### src/rtl/mem_arbiter_n.sv
`default_nettype none
// ============================================================================
//  Module   : mem_arbiter_n
//  Purpose  : Byte-serial RAM controller that arbitrates NCH request channels
//             onto one single-port RAM with one-cycle read latency. Each
//             channel has a one-deep request slot, a busy flag and a discard
//             input. Priority is fixed (highest index) or round-robin.
//  Ports    : clk, rst (sync, active-low)
//             req_en/req_rw/req_addr/req_len/req_wdata : per-channel request
//             discard   : cancel pending or active request of a channel
//             busy/done : per-channel status / one-cycle completion pulse
//             rdata     : load result, valid while done is high
//             ram_rw/ram_addr/ram_wdata/ram_rdata : RAM side
//  Revision : 1.0  initial release
// ============================================================================
module mem_arbiter_n #(
    parameter int NCH    = 2,
    parameter int ADDR_W = 32,
    parameter int DATA_W = 32,
    parameter int RAM_W  = 8,
    parameter int RR     = 0
) (
    input  logic                  clk,
    input  logic                  rst,
    input  logic [NCH-1:0]        req_en,
    input  logic [NCH-1:0]        req_rw,
    input  logic [NCH*ADDR_W-1:0] req_addr,
    input  logic [NCH*3-1:0]      req_len,
    input  logic [NCH*DATA_W-1:0] req_wdata,
    input  logic [NCH-1:0]        discard,
    output logic [NCH-1:0]        busy,
    output logic [NCH-1:0]        done,
    output logic [DATA_W-1:0]     rdata,
    output logic                  ram_rw,
    output logic [ADDR_W-1:0]     ram_addr,
    output logic [RAM_W-1:0]      ram_wdata,
    input  logic [RAM_W-1:0]      ram_rdata
);

    localparam int c_bytes = DATA_W / RAM_W;
    localparam int c_lw    = 4;
    localparam int c_chw   = (NCH > 1) ? $clog2(NCH) : 1;

    typedef enum logic [0:0] {
        IDLE = 1'b0,
        XFER = 1'b1
    } state_t;

    state_t r_state, w_state_nxt;

    // Per-channel one-deep request slots
    logic [NCH-1:0]    r_pend;
    logic [NCH-1:0]    r_busy;
    logic [NCH-1:0]    r_slot_rw;
    logic [ADDR_W-1:0] r_slot_addr  [NCH];
    logic [c_lw-1:0]   r_slot_len   [NCH];
    logic [DATA_W-1:0] r_slot_wdata [NCH];

    // Active transfer
    logic [c_chw-1:0]  r_act;
    logic [c_chw-1:0]  r_last;
    logic              r_rw;
    logic [ADDR_W-1:0] r_base;
    logic [ADDR_W-1:0] r_addr_hold;
    logic [c_lw-1:0]   r_len;
    logic [c_lw-1:0]   r_s;
    logic [DATA_W-1:0] r_wdata;
    logic [DATA_W-1:0] r_rbuf;
    logic [DATA_W-1:0] r_rdata;
    logic [NCH-1:0]    r_done;

    // Unpacked request inputs
    logic [ADDR_W-1:0] w_in_addr  [NCH];
    logic [c_lw-1:0]   w_in_len   [NCH];
    logic [DATA_W-1:0] w_in_wdata [NCH];

    logic [NCH-1:0]    w_acc, w_elig, w_pend_nxt, w_busy_nxt;
    logic              w_final, w_abort, w_grant, w_found;
    logic [c_chw-1:0]  w_gnt;
    logic              w_g_rw;
    logic [ADDR_W-1:0] w_g_addr;
    logic [c_lw-1:0]   w_g_len;
    logic [DATA_W-1:0] w_g_wdata;
    logic [RAM_W-1:0]  w_wbyte;
    logic [DATA_W-1:0] w_rbuf_upd;

    // Length 0 behaves as 1; anything above the word size is clamped.
    function automatic logic [c_lw-1:0] norm_len(input logic [2:0] l);
        if (l == 3'd0)
            return c_lw'(1);
        else if (int'(l) > c_bytes)
            return c_lw'(c_bytes);
        else
            return c_lw'(l);
    endfunction

    always_comb begin
        for (int c = 0; c < NCH; c++) begin
            w_in_addr[c]  = req_addr[c*ADDR_W +: ADDR_W];
            w_in_len[c]   = norm_len(req_len[c*3 +: 3]);
            w_in_wdata[c] = req_wdata[c*DATA_W +: DATA_W];
        end
    end

    // Eligibility, grant decision and slot bookkeeping
    always_comb begin
        w_acc   = req_en & ~r_busy & ~discard;
        w_elig  = (r_pend & ~discard) | w_acc;
        w_final = (r_state == XFER) &&
                  (r_s == (r_rw ? r_len - c_lw'(1) : r_len));
        w_abort = (r_state == XFER) && discard[r_act];
        w_grant = (|w_elig) && ((r_state == IDLE) || w_final || w_abort);

        w_gnt   = '0;
        w_found = 1'b0;
        if (RR != 0) begin
            // Search starts one past the previous grant
            for (int k = 0; k < NCH; k++) begin
                if (!w_found && w_elig[(int'(r_last) + 1 + k) % NCH]) begin
                    w_gnt   = c_chw'((int'(r_last) + 1 + k) % NCH);
                    w_found = 1'b1;
                end
            end
        end else begin
            for (int c = 0; c < NCH; c++) begin
                if (w_elig[c])
                    w_gnt = c_chw'(c);
            end
        end

        // A channel granted the same cycle it is accepted has no slot yet
        w_g_rw    = r_pend[w_gnt] ? r_slot_rw[w_gnt]    : req_rw[w_gnt];
        w_g_addr  = r_pend[w_gnt] ? r_slot_addr[w_gnt]  : w_in_addr[w_gnt];
        w_g_len   = r_pend[w_gnt] ? r_slot_len[w_gnt]   : w_in_len[w_gnt];
        w_g_wdata = r_pend[w_gnt] ? r_slot_wdata[w_gnt] : w_in_wdata[w_gnt];

        w_pend_nxt = (r_pend & ~discard) | w_acc;
        w_busy_nxt = (r_busy & ~(r_pend & discard)) | w_acc;
        if (w_final || w_abort)
            w_busy_nxt[r_act] = 1'b0;
        if (w_grant)
            w_pend_nxt[w_gnt] = 1'b0;
    end

    // Byte lanes: write byte for stage s, read byte s-1 merged into buffer
    always_comb begin
        w_wbyte    = '0;
        w_rbuf_upd = r_rbuf;
        for (int b = 0; b < c_bytes; b++) begin
            if (r_s == c_lw'(b))
                w_wbyte = r_wdata[RAM_W*b +: RAM_W];
            if (r_s == c_lw'(b + 1))
                w_rbuf_upd[RAM_W*b +: RAM_W] = ram_rdata;
        end
    end

    always_comb begin
        w_state_nxt = r_state;
        if (w_grant)
            w_state_nxt = XFER;
        else if (w_final || w_abort)
            w_state_nxt = IDLE;
    end

    always_ff @(posedge clk) begin
        if (!rst)
            r_state <= IDLE;
        else
            r_state <= w_state_nxt;
    end

    always_ff @(posedge clk) begin
        if (!rst) begin
            r_pend      <= '0;
            r_busy      <= '0;
            r_done      <= '0;
            r_rdata     <= '0;
            r_addr_hold <= '0;
            r_act       <= '0;
            r_last      <= c_chw'(NCH - 1);
            r_rw        <= 1'b0;
            r_base      <= '0;
            r_len       <= '0;
            r_s         <= '0;
            r_wdata     <= '0;
            r_rbuf      <= '0;
        end else begin
            r_done <= '0;
            r_pend <= w_pend_nxt;
            r_busy <= w_busy_nxt;
            for (int c = 0; c < NCH; c++) begin
                if (w_acc[c]) begin
                    r_slot_rw[c]    <= req_rw[c];
                    r_slot_addr[c]  <= w_in_addr[c];
                    r_slot_len[c]   <= w_in_len[c];
                    r_slot_wdata[c] <= w_in_wdata[c];
                end
            end
            if (r_state == XFER) begin
                r_addr_hold <= ram_addr;
                r_s         <= r_s + c_lw'(1);
                if (!r_rw)
                    r_rbuf <= w_rbuf_upd;
                if (w_final && !w_abort) begin
                    r_done[r_act] <= 1'b1;
                    if (!r_rw)
                        r_rdata <= w_rbuf_upd;
                end
            end
            if (w_grant) begin
                r_act   <= w_gnt;
                r_last  <= w_gnt;
                r_rw    <= w_g_rw;
                r_base  <= w_g_addr;
                r_len   <= w_g_len;
                r_wdata <= w_g_wdata;
                r_s     <= '0;
                r_rbuf  <= '0;
            end
        end
    end

    assign busy      = r_busy;
    assign done      = r_done;
    assign rdata     = r_rdata;
    assign ram_rw    = (r_state == XFER) && r_rw;
    assign ram_addr  = (r_state == XFER) ? r_base + ADDR_W'(r_s) : r_addr_hold;
    assign ram_wdata = ((r_state == XFER) && r_rw) ? w_wbyte : '0;

endmodule
`default_nettype wire
### config.mk
export PLATFORM = sky130hd
export DESIGN_NAME = mem_arbiter_n
export DESIGN_NICKNAME = d
export VERILOG_FILES = /design/src/rtl/mem_arbiter_n.sv
export SDC_FILE = /design/constraint.sdc
export NUM_CORES = 1
export LEC_CHECK = 0
export CORE_MARGIN = 1.5
export CORE_UTILIZATION = 45
export DETAILED_ROUTE_END_ITERATION = 8
export DONT_BUFFER_PORTS = 1
export PLACE_DENSITY = 0.64
export SETUP_SLACK_MARGIN = 0.15
export SLEW_MARGIN = 20
export SYNTH_ARGS = -nofsm -noshare
export SYNTH_HDL_FRONTEND = slang
export SYNTH_SLANG_ARGS = --single-unit
### constraint.sdc
create_clock -name clk -period 10.2 [get_ports clk]
set_clock_uncertainty 0.2 [all_clocks]
set_input_delay 1.02 -clock clk [delete_from_list [all_inputs] [get_ports clk]]
set_output_delay 1.02 -clock clk [all_outputs]
set_load 0.02 [all_outputs]
## Yosys cells after proc, flatten, opt, wreduce, memory -nomap -nowiden

Memory sizes are Yosys's and may differ from the RTL's.
Index checks and enable logic that the tools add are counted.

| storage, ports and cells | value |
|---|---|
| output and inout bits | 77 |
| input port bits | 150 |
| memory bits (writable) | 136 |
| memories kept | 3 |
| register bits after elaboration | 179 |

| cells by class | value |
|---|---|
| mux-type cells | 51 |
| order comparisons | 7 |
| reductions and logical operators | 22 |
| equality and inequality tests | 5 |
| bitwise gates (word level) | 18 |
| $add $sub $neg | 3 |

Memory list:

| name | words | width | rd ports | clocked after Yosys merged registers in | write ports | line | RTL |
|---|---|---|---|---|---|---|---|
| r_slot_addr | 2 | 32 | 1 | 0 | 2 | 55 | `logic [ADDR_W-1:0] r_slot_addr [NCH];` |
| r_slot_wdata | 2 | 32 | 1 | 0 | 2 | 57 | `logic [DATA_W-1:0] r_slot_wdata [NCH];` |
| r_slot_len | 2 | 4 | 1 | 0 | 2 | 56 | `logic [c_lw-1:0] r_slot_len [NCH];` |

Operators with widths:

| kind | number |
|---|---|
| $mux W32 | 9 |
| $mux W8 | 9 |
| $add A32 B4 Y32 | 1 |
| $mux W4 | 6 |
| $mux W1 | 20 |
| $and A2 B2 Y2 | 7 |
| $not A2 Y2 | 5 |
| $mux W3 | 3 |
| $eq A4 B2 Y1 const B | 2 |
| $logic_and A1 B1 Y1 | 7 |
| $gt A3 B3 Y1 const B | 2 |
| $logic_not A3 Y1 | 2 |
| $reduce_and A2 Y1 | 3 |
| $reduce_and A3 Y1 | 2 |
| $add A4 B1 Y4 const B | 1 |
| $eq A4 B1 Y1 const B | 1 |
| $eq A4 B3 Y1 const B | 1 |
| $eq A4 B4 Y1 | 1 |
| $logic_not A4 Y1 | 1 |
| $lt A1 B2 Y1 const B | 2 |
| $mux W2 | 2 |
| $or A2 B2 Y2 | 2 |
| $reduce_or A2 Y1 | 2 |
| $sub A4 B1 Y4 const B | 1 |
| other kinds (8) | 14 |

## Depth between registers and ports, before layout

| logic depth | value |
|---|---|
| depth after elaboration | 12 |
| depth in mapped cells | 10 |
| depth with buffers taken out | 9 |

## Least setup slack after synthesis

No wires, ideal clock.

| path | value |
|---|---|
| path type | input -> register |
| start point | input rst |
| end point | memory r_slot_addr[0][0], enable pin |
| slack | 729 ps |
| cell stages on the path | 4 |
| library setup time | 684 ps |
| arrival | 8,587 ps |
| data required time | 9,316 ps |
| buffers on the path | 2 |
| cells stage by stage | clkbuf_1 clkinv_1 clkbuf_1 nor4b_1 |

RTL lines:

| item | line | RTL |
|---|---|---|
| start, declared | 24 | `input logic rst,` |
| end, declared | 55 |  |

## Final worst setup path

| path | value |
|---|---|
| start point | register r_s[0] |
| end point | output ram_addr[22] |

| between the ends | value |
|---|---|
| word-level cells in the longest chain between the ends | 2 |

RTL lines:

| item | line | RTL |
|---|---|---|
| start, declared | 66 | `logic [c_lw-1:0] r_s;` |
| start signal, assigned | 201 | `r_s <= r_s + c_lw'(1);` |
| $add A32 B4 Y32 | 227 | `assign ram_addr = (r_state == XFER) ? r_base + ADDR_W'(r_s) : r_addr_hold;` |
| $mux W32 | 227 |  |
| end, declared | 35 | `output logic [ADDR_W-1:0] ram_addr,` |

Every way passes these cells.

==> flow_summary_export.csv <==
group,metric,value,unit
power_and_ir_drop,powerDensity,196,nW/um2
clocking,postCtsSetupBuffers,0,
grt,grt_pass1_vias,9815,
placed_design,dp_hpwl,22.7,mm
floorplanning,core,30600,um2
synth,synth-xor-area-share,0.0169,
synth,ys_types,59,
synth,syn_nets,1509,
clocking,cts_tree,"built",
detailed_routing,drt_first_iter_violations,910,
detailed_routing,dr.pass1.iters,5,
power_and_ir_drop,p_leak,5.57,nW
synth,synth_cells,1349,
layout,finalInstanceArea,15400,um2
grt,grt_first_pass_wirelength,57.0,mm
synth,yosysWarnings,0,
synth,synth_edf_count,136,
power_and_ir_drop,ir_worst_vdd,0.000131,V
floorplanning,io_pins,227,
detailed_routing,routed_wl,36.7,mm
clocking,cts-resized-gates,0,
grt,antenna_found_initial,0,
placed_design,place_area,14200,um2
synth,synthMuxAreaShare,0.0933,
outcome,status,"completed",
critical_path,worst_setup_path_end_kind,"primary output",
sta,relSlewSlack,0.307,
grt,grt_max_degree,160,
floorplanning,die_area,32200,um2
layout,fin_nets,1445,
synth,ys_seq_area_frac,0.543,
floorplanning,core.rowCount,64,
sta,tightest_slew,1.04,ns
sta,post-route-period-util,0.447,
critical_path,critical_path_required,8.98,ns
placed_design,place.gp.congestion,0.806,
clocking,ctsHtreeMaxLevel,2,
synth,ys_async_sr_fraction,0,
sta,rsz0062_at_grt,"false",
detailed_routing,post_drt_wl_per_cell,21.5,um
clocking,cts_sinks,312,
clocking,cts_buffers,36,
synth,syn_avg_cell_area,10.4,um2
power_and_ir_drop,comb_power_share,0.102,
run,max-cap-violations,0,
clocking,clk_path_buf_depth,3,
sta,slew_viol_final,0,
grt,track_usage,0.222,
clocking,clock_latency,0.52,ns
synth,yosys.area_share.simple,0.146,
sta,setup_viol,0,
power_and_ir_drop,p_total,0.00300,W
detailed_routing,ant_nets,0,
placed_design,port_buffers,0,
critical_path,path_max_fanout,8,
critical_path,critical_path_class,"register to primary output",
sta,fin_tns_setup,0,ns
clocking,ctsHoldBuffers,0,
sta,period_needed,4.56,ns
layout,final_cell_mix,"nand2_1 (229), dfxtp_1 (175), edfxtp_1 (136)",
clocking,cts_root_buf,"clkbuf_16",
power_and_ir_drop,clkPwrFrac,0.421,
layout,layout_commonest_cell,"nand2_1",
grt,grt_overflow_total,0,
critical_path,arrival,3.34,ns
worst_hold_path,holdCritPathClass,"register to register",
layout,area_growth,9.51,%
detailed_routing,vias,10172,
sta,whs,0.262,ns
critical_path,cp-start-kind,"register",
synth,synth_top_family_by_area,"compound AO/OA/AOI/OAI gates",
floorplanning,die_h,180,um
sta,clock.fmax,0.219,GHz
synth,netlist_area,14000,um2
floorplanning,die_x,180,um
power_and_ir_drop,p_int,0.00224,W
synth,synthAdderAreaFrac,0.00946,
detailed_routing,drc,0,
clocking,clkTransAtPathRegs,0.06,ns
synth,synth_compound_area_frac,0.153,
synth,ys_ff_latch,312,
sta,finalHoldViolCount,0,
synth,synth_top_flop_cell,"dfxtp_1",
power_and_ir_drop,p_sw,0.000764,W
detailed_routing,drt-vias-per-instance,5.96,
layout,fillers,2783,
layout,antenna_cells,0,
layout,drive_above_1_share,0.114,
power_and_ir_drop,swShare,0.254,
floorplanning,start_util,0.458,
power_and_ir_drop,seq_power_share,0.477,
-- flip-flops by register name, summed over array words and instances, names as in the netlist, 2 cells and up --
name and count:
busy 2, r_slot_rw 2, rdata 32, r_slot_wdata 64
r_rbuf 32, r_len 3, r_s 4, r_base 32
done 2, r_pend 2, r_wdata 32, r_slot_addr 64
r_slot_len 6, r_addr_hold 32
-- power by group through the flow --
stage | Clock, W | Sequential (W) | Combinational, W
detailed placement | 0 | 0.00146 | 0.000309
CTS | 0.00129 | 0.00143 | 0.000311
global route | 0.00133 | 0.00144 | 0.000341
floorplan | 0 | 0.00144 | 0.000261
global placement | 0 | 0.00146 | 0.000305
finish | 0.00126 | 0.00143 | 0.000308
-- cell families (layout without fill, tap and decap cells) --
logic type	Yosys count	after routing
AO/OA/AOI/OAI	270	270
AND/OR/NAND/NOR	467	467
flip-flops	312	312
buffers and inverters	133	96
multiplexers	130	130
XOR/XNOR	27	27
adder cells (fa/ha/maj)	10	10
-- final timing paths --
| kind | start | end | slack, ns | cells after the start |
|---|---|---|---|---|
| setup / recovery | r_s[0]$_SDFFE_PP0P_ | ram_addr[22] | 5.64 | 8 |
| hold / removal | r_wdata[9]$_SDFFE_PN0P_ | r_wdata[9]$_SDFFE_PN0P_ | 0.26 | 2 |
| setup reg to reg | r_len[0]$_SDFFE_PN0P_ | r_wdata[15]$_SDFFE_PN0P_ | 6.43 | 9 |
| hold reg to reg | r_wdata[9]$_SDFFE_PN0P_ | r_wdata[9]$_SDFFE_PN0P_ | 0.26 | 2 |
-- critical path, cell delays in order (launching register included) --
cell,delay [ns]
dfxtp_1,0.49
ha_1,0.24
inv_1,0.06
fa_1,0.39
nor2b_1,0.13
o21a_1,0.24
o2111ai_1,0.27
or4_1,0.49
a31oi_1,0.52
-- cell usage after synthesis (9+ instances only) --
master	instances	share of area
mux2i_1	125	0.089
buf_2	12	0.0043
o221ai_1	66	0.041
nand2_1	229	0.061
and2_1	22	0.0098
a222oi_1	9	0.0064
inv_1	15	0.0040
nand3_1	25	0.0089
buf_1	13	0.0035
ha_1	9	0.0080
nor2_1	100	0.027
xnor2_1	13	0.0081
a211oi_1	37	0.020
nor3_1	48	0.017
xor2_1	14	0.0087
a21oi_1	38	0.014
clkbuf_1	83	0.022
a31o_2	61	0.038
edfxtp_1	136	0.29
dfxtp_1	176	0.25
-- cell type report --
class,count,area [um2],share of cell area
Sequential cell,312,7610,0.496
Multi-Input combinational cell,904,5920,0.386
Clock buffer,48,976,0.0636
Tap cell,396,495,0.0323
Clock inverter,17,181,0.0118
Timing Repair Buffer,14,105,0.00684
Inverter,17,63.8,0.00416
-- metrics by stage --
stage                     instances  setup WS, ns   util
final                          1708          5.64  0.502
after global routing           1708          5.43  0.502
after CTS                      1708          5.62  0.502
after detailed placement       1643          6.19  0.464
after global placement         1643          6.25  0.464
after floorplan                1349         0.729      -
-- routing by layer --
metal  wire length, um  vias to the layer above  track usage
met1             15800                     4892        0.291
li1                  -                     4849            -
met2             16500                      367        0.341
met5                 0                        -            0
met4              1080                        0       0.0733
met3              3430                       64       0.0768
No activity file was read; power rests on OpenSTA's default activity.
